`src/rtl/bytebeat_audio_pkg.sv`:
```
// Shared types and helpers for the bytebeat PCM-to-PWM output stage.
package bytebeat_audio_pkg;

  typedef enum logic [1:0] {
    MODE_DIRECT = 2'd0,
    MODE_SELECT = 2'd1,
    MODE_MIX    = 2'd2,
    MODE_MUTE   = 2'd3
  } mode_e;

  // Half-scale level: 50% duty.
  function automatic int unsigned mid_level(input int unsigned sw);
    return 32'd1 << (sw - 1);
  endfunction

  // LSB position of channel ch in a packed sample bus.
  function automatic int unsigned sample_lsb(input int unsigned ch, input int unsigned sw);
    return ch * sw;
  endfunction

endpackage

```
`src/rtl/bytebeat_sample_slot.sv`:
```
// One-entry sample buffer per channel: accepts on valid/ready, transfers to the
// active sample on tick, and flags underrun when a tick finds the buffer empty.
module bytebeat_sample_slot
  import bytebeat_audio_pkg::*;
#(
  parameter int unsigned SW = 8
) (
  input  logic          clk_i,
  input  logic          rst_ni,
  input  logic          tick_i,
  input  logic          vld_i,
  input  logic [SW-1:0] data_i,
  input  logic          clr_i,
  output logic          rdy_o,
  output logic [SW-1:0] active_o,
  output logic          underrun_o
);

  localparam logic [SW-1:0] Mid = SW'(mid_level(SW));

  logic [SW-1:0] buf_q, buf_d;
  logic [SW-1:0] active_q, active_d;
  logic          full_q, full_d;
  logic          underrun_q, underrun_d;

  always_comb begin
    buf_d      = buf_q;
    active_d   = active_q;
    full_d     = full_q;
    underrun_d = underrun_q;
    // A full slot never accepts, so drain and accept are mutually exclusive.
    if (tick_i && full_q) begin
      active_d = buf_q;
      full_d   = 1'b0;
    end else if (vld_i && !full_q) begin
      buf_d  = data_i;
      full_d = 1'b1;
    end
    if (clr_i) underrun_d = 1'b0;
    if (tick_i && !full_q) underrun_d = 1'b1;
  end

  always_ff @(posedge clk_i or negedge rst_ni) begin
    if (!rst_ni) begin
      buf_q      <= '0;
      active_q   <= Mid;
      full_q     <= 1'b0;
      underrun_q <= 1'b0;
    end else begin
      buf_q      <= buf_d;
      active_q   <= active_d;
      full_q     <= full_d;
      underrun_q <= underrun_d;
    end
  end

  assign rdy_o      = !full_q;
  assign active_o   = active_q;
  assign underrun_o = underrun_q;

endmodule

```
`src/rtl/bytebeat_audio_out.sv`:
```
// Multi-channel PCM-to-PWM output stage: sample-rate tick, per-channel sample
// slots, mode-dependent level selection and PWM compare against a free carrier.
module bytebeat_audio_out
  import bytebeat_audio_pkg::*;
#(
  parameter int unsigned NCH   = 8,
  parameter int unsigned SW    = 8,
  parameter int unsigned DIV_W = 9
) (
  input  logic                    clk_i,
  input  logic                    rst_ni,
  input  logic [DIV_W-1:0]        div_i,
  input  logic [1:0]              mode_i,
  input  logic [$clog2(NCH)-1:0]  sel_i,
  input  logic [NCH*SW-1:0]       pcm_in_i,
  input  logic [NCH-1:0]          pcm_vld_i,
  output logic [NCH-1:0]          pcm_rdy_o,
  input  logic                    clr_underrun_i,
  output logic                    tick_o,
  output logic [NCH-1:0]          pwm_out_o,
  output logic [NCH-1:0]          underrun_o
);

  localparam int unsigned   Lg   = $clog2(NCH);
  localparam int unsigned   SumW = SW + Lg;
  localparam logic [SW-1:0] Mid  = SW'(mid_level(SW));

  mode_e mode;
  assign mode = mode_e'(mode_i);

  // Sample-rate tick; >= lets a shrinking divider wrap immediately.
  logic [DIV_W-1:0] tcnt_q, tcnt_d;
  logic             tick_q, tick_d;

  always_comb begin
    tcnt_d = tcnt_q + DIV_W'(1);
    tick_d = 1'b0;
    if (tcnt_q >= div_i) begin
      tcnt_d = '0;
      tick_d = 1'b1;
    end
  end

  always_ff @(posedge clk_i or negedge rst_ni) begin
    if (!rst_ni) begin
      tcnt_q <= '0;
      tick_q <= 1'b0;
    end else begin
      tcnt_q <= tcnt_d;
      tick_q <= tick_d;
    end
  end

  assign tick_o = tick_q;

  logic [SW-1:0] active [NCH];

  for (genvar i = 0; i < NCH; i++) begin : g_slot
    bytebeat_sample_slot #(
      .SW(SW)
    ) u_slot (
      .clk_i      (clk_i),
      .rst_ni     (rst_ni),
      .tick_i     (tick_q),
      .vld_i      (pcm_vld_i[i]),
      .data_i     (pcm_in_i[sample_lsb(i, SW) +: SW]),
      .clr_i      (clr_underrun_i),
      .rdy_o      (pcm_rdy_o[i]),
      .active_o   (active[i]),
      .underrun_o (underrun_o[i])
    );
  end

  logic [SumW-1:0] sum;
  logic [SW-1:0]   mix;
  logic [SW-1:0]   target [NCH];

  always_comb begin
    sum = '0;
    for (int i = 0; i < NCH; i++) sum = sum + SumW'(active[i]);
    mix = SW'(sum >> Lg);
    for (int i = 0; i < NCH; i++) begin
      target[i] = Mid;
      unique case (mode)
        MODE_DIRECT: target[i] = active[i];
        MODE_SELECT: target[i] = active[sel_i];
        MODE_MIX:    target[i] = mix;
        MODE_MUTE:   target[i] = Mid;
        default:     target[i] = Mid;
      endcase
    end
  end

  logic [SW-1:0]  carrier_q;
  logic [SW-1:0]  level_q [NCH];
  logic [SW-1:0]  level_d [NCH];
  logic [NCH-1:0] pwm_q, pwm_d;

  // Levels only move at the carrier wrap so no period is ever truncated.
  always_comb begin
    for (int i = 0; i < NCH; i++) begin
      level_d[i] = (carrier_q == {SW{1'b1}}) ? target[i] : level_q[i];
      pwm_d[i]   = carrier_q < level_q[i];
    end
  end

  always_ff @(posedge clk_i or negedge rst_ni) begin
    if (!rst_ni) begin
      carrier_q <= '0;
      pwm_q     <= '0;
      for (int i = 0; i < NCH; i++) level_q[i] <= Mid;
    end else begin
      carrier_q <= carrier_q + SW'(1);
      pwm_q     <= pwm_d;
      for (int i = 0; i < NCH; i++) level_q[i] <= level_d[i];
    end
  end

  assign pwm_out_o = pwm_q;

endmodule

```
`config.mk`:
```
export PLATFORM = sky130hd
export DESIGN_NAME = bytebeat_audio_out
export DESIGN_NICKNAME = d
export VERILOG_FILES = /design/src/rtl/bytebeat_audio_pkg.sv /design/src/rtl/bytebeat_sample_slot.sv /design/src/rtl/bytebeat_audio_out.sv
export SDC_FILE = /design/constraint.sdc
export NUM_CORES = 1
export LEC_CHECK = 0
export ABC_AREA = 1
export CAP_MARGIN = 25
export CORE_MARGIN = 3
export CORE_UTILIZATION = 61
export DETAILED_ROUTE_END_ITERATION = 6
export PLACE_DENSITY = 0.83
export SLEW_MARGIN = 20
export SYNTH_ARGS = -nofsm -noshare
export SYNTH_HDL_FRONTEND = slang
export SYNTH_SLANG_ARGS = --single-unit
```
`constraint.sdc`:
```
create_clock -name clk_i -period 10.6 [get_ports clk_i]
set_input_delay 2.12 -clock clk_i [delete_from_list [all_inputs] [get_ports clk_i]]
set_output_delay 2.12 -clock clk_i [all_outputs]
set_load 0.1 [all_outputs]
```
==> results.ini <==
[global_routing]
grt_max_degree=95
gr-total-overflow=0
grt_pass1_vias=10310
grt_pass1_wl_um=55460
antenna_found_initial=0
grtUsageTotal_pct=29.22

[synthesis]
synthesis.area_um2=13370
synth_seq_area_share_pct=43.95
postSynthAreaPerCell_um2=8.967
synthTopCellsByArea=dfrtp_1 (41%), inv_1 (8.6%), ha_1 (7.2%)
async_flop_share_pct=100.0
yosysWarnings=0
synth_cell_types=33
synth_nets=1703
ys.flop_type=dfrtp_1
syn_inst=1491
netlist.area_leader.share_pct=40.80
synth_top_area_cell=dfrtp_1
synth-edff-count=0
synth_seq_cells=234

[clocking]
root_buffer=clkbuf_16
post_cts_buffers=0
htree_levels=1
cts_inserted_buffers=26
cts_tree=yes
cts-hold-fix-buffers=0
cts_num_sinks=234
clock_latency_ns=0.55
cts-resized-gates=0
clkTransAtPathRegs_ns=0.06
clk_path_buf_depth=3

[critical_path]
arrival_ns=2.61
cp_cell_sequence=clkdlybuf4s50_1
cp.depth=1
critical-path-max-stage-delay_ns=1.26
startpoint_type=register
r2r_start=g_slot[2].u_slot.active_o[7]
cp-end-kind=primary output
endpoint=tick_o
r2r_end=level_q[63]
crit_required_ns=8.48
critPathBufInv=1
reg2regPathDepth=16
cp-startpoint=tick_o
critical_path.top_delay_family=buffers and inverters
cp_slowest_cell=clkdlybuf4s50_1
reg2reg_slack_ns=5.93
path_class=register to primary output
cp_max_fo=18

[route]
routed-wl-met2_um=16050
met3_length_um=2358
highest_layer=met4
vias=10300
dr.pass1.iters=5
drt-met1-wl_um=15230
antenna_left=0
drt_wl_total_um=34470
wl_per_cell_um=18.38
route.detailed.drc=0
drt-initial-drc-count=908
avgViaCountPerCell=5.491

[timing]
finalSetupViolCount=0
tns_ns=0
skew_ns=0.02897
relSlewSlack_pct=32.32
fmax_mhz=211.5
drv_slew=0
period_needed_ns=4.727
fin_ws_ns=5.873
rsz0062_at_grt=no
fin_crit_sh_pct=44.60
hold_viol=0
worst_pin_slew_ns=1.012

[floorplan]
die_w_um=154.1
initial_core_util_pct=62.81
pin_count=114
fp-row-count=53
fp.coreArea_um2=21290
die_h_um=154.1
die-area_um2=23730

[run]
max-cap-violations=0

[layout]
final_common_cell=inv_1
diodes=0
final_layout_size_suffix_gt1_share_pct=10.19
synthToLayoutAreaGrowth_pct=15.96
nets=1792
mostFrequentLayoutCells=inv_1 (308), dfrtp_1 (218), nand2_1 (212), a21oi_1 (169), clkdlybuf4s50_1 (112)

[placement]
gp_congestion=0.9393
post-dp-hpwl_um=25440
io_buffers=113
post-place-ws_ns=5.914

[worst_hold_path]
min_path_type=register to register

[run_status]
outcome=complete, no violations

[per-stage QoR]
stage	utilization, %	instance area, um2	cells	hold slack (ns)
2_1_floorplan	-	13370	1491	0.4448
3_3_place_gp	68.41	14560	1825	0.4624
3_5_place_dp	68.41	14560	1825	0.4734
4_1_cts	72.57	15450	1873	0.4835
5_1_grt	72.83	15500	1875	0.4960
6_report	72.83	15500	1875	0.4809
[sequential cells by signal, indices dropped and copies added, names as in the netlist]
register	flops
carrier_q	8
g_slot.u_slot.active_o	64
g_slot.u_slot.buf_q	64
g_slot.u_slot.full_q	8
g_slot.u_slot.underrun_o	8
level_q	64
pwm_out_o	8
tcnt_q	9
tick_o	1
[layout make-up]
cell class | instances | area, um2
tap | 275 | 344.1
timing repair buffer | 120 | 1229
clock buffer | 40 | 793.3
fill | 1552 | 5783
clock inverter | 8 | 93.84
sequential | 234 | 5876
inverter | 309 | 1160
multi-input combinational | 889 | 6008
[layer usage]
layer	up-vias	GRT usage [%]
li1	4909	-
met1	4980	42.44
met2	360	47.09
met3	46	4.334
met4	0	6.770
met5	-	0
[kinds of logic (layout without fill, tap and decap cells)]
kind of cell | after synthesis | in the layout | share of synthesized area [%]
and+or+nand+nor | 412 | 412 | 12.84
DFF | 234 | 234 | 43.95
muxes | 66 | 66 | 5.559
AOI/OAI and AO/OA | 279 | 279 | 11.71
buffers and inverters | 368 | 477 | 11.27
adders and majority gates | 123 | 123 | 14.09
xor gates and xnor gates | 9 | 9 | 0.5896
[worst min path at each step]
| stage | end | cells after the start | from | slack (ns) |
|---|---|---|---|---|
| global placement | g_slot[3].u_slot.underrun_o | 1 | g_slot[3].u_slot.full_q | 0.46 |
| global route | g_slot[3].u_slot.underrun_o | 1 | g_slot[3].u_slot.full_q | 0.50 |
| CTS | tcnt_q[0] | 1 | tcnt_q[0] | 0.48 |
| floorplan | g_slot[0].u_slot.underrun_o | 1 | g_slot[0].u_slot.full_q | 0.44 |
| detailed placement | tcnt_q[0] | 1 | tcnt_q[0] | 0.47 |
| finish | tcnt_q[0] | 1 | tcnt_q[0] | 0.48 |
[synth_stat cells (3+ instances only)]
master	n
fa_1	46
nand3_1	100
nor3_1	6
dfrtp_1	218
inv_1	308
o21ai_0	50
nor2_1	83
a21oi_2	22
o21ai_1	3
or2_2	3
nand2_1	212
dfstp_2	16
o211ai_1	12
a21boi_0	10
xor2_1	7
buf_4	16
a21oi_1	169
nand4_1	6
o22ai_1	8
ha_1	77
buf_2	10
mux2_2	66
clkbuf_1	24
buf_6	7
Power is not shown: default switching activity piles up to over one toggle a cycle in this logic, so the estimate is an artifact.
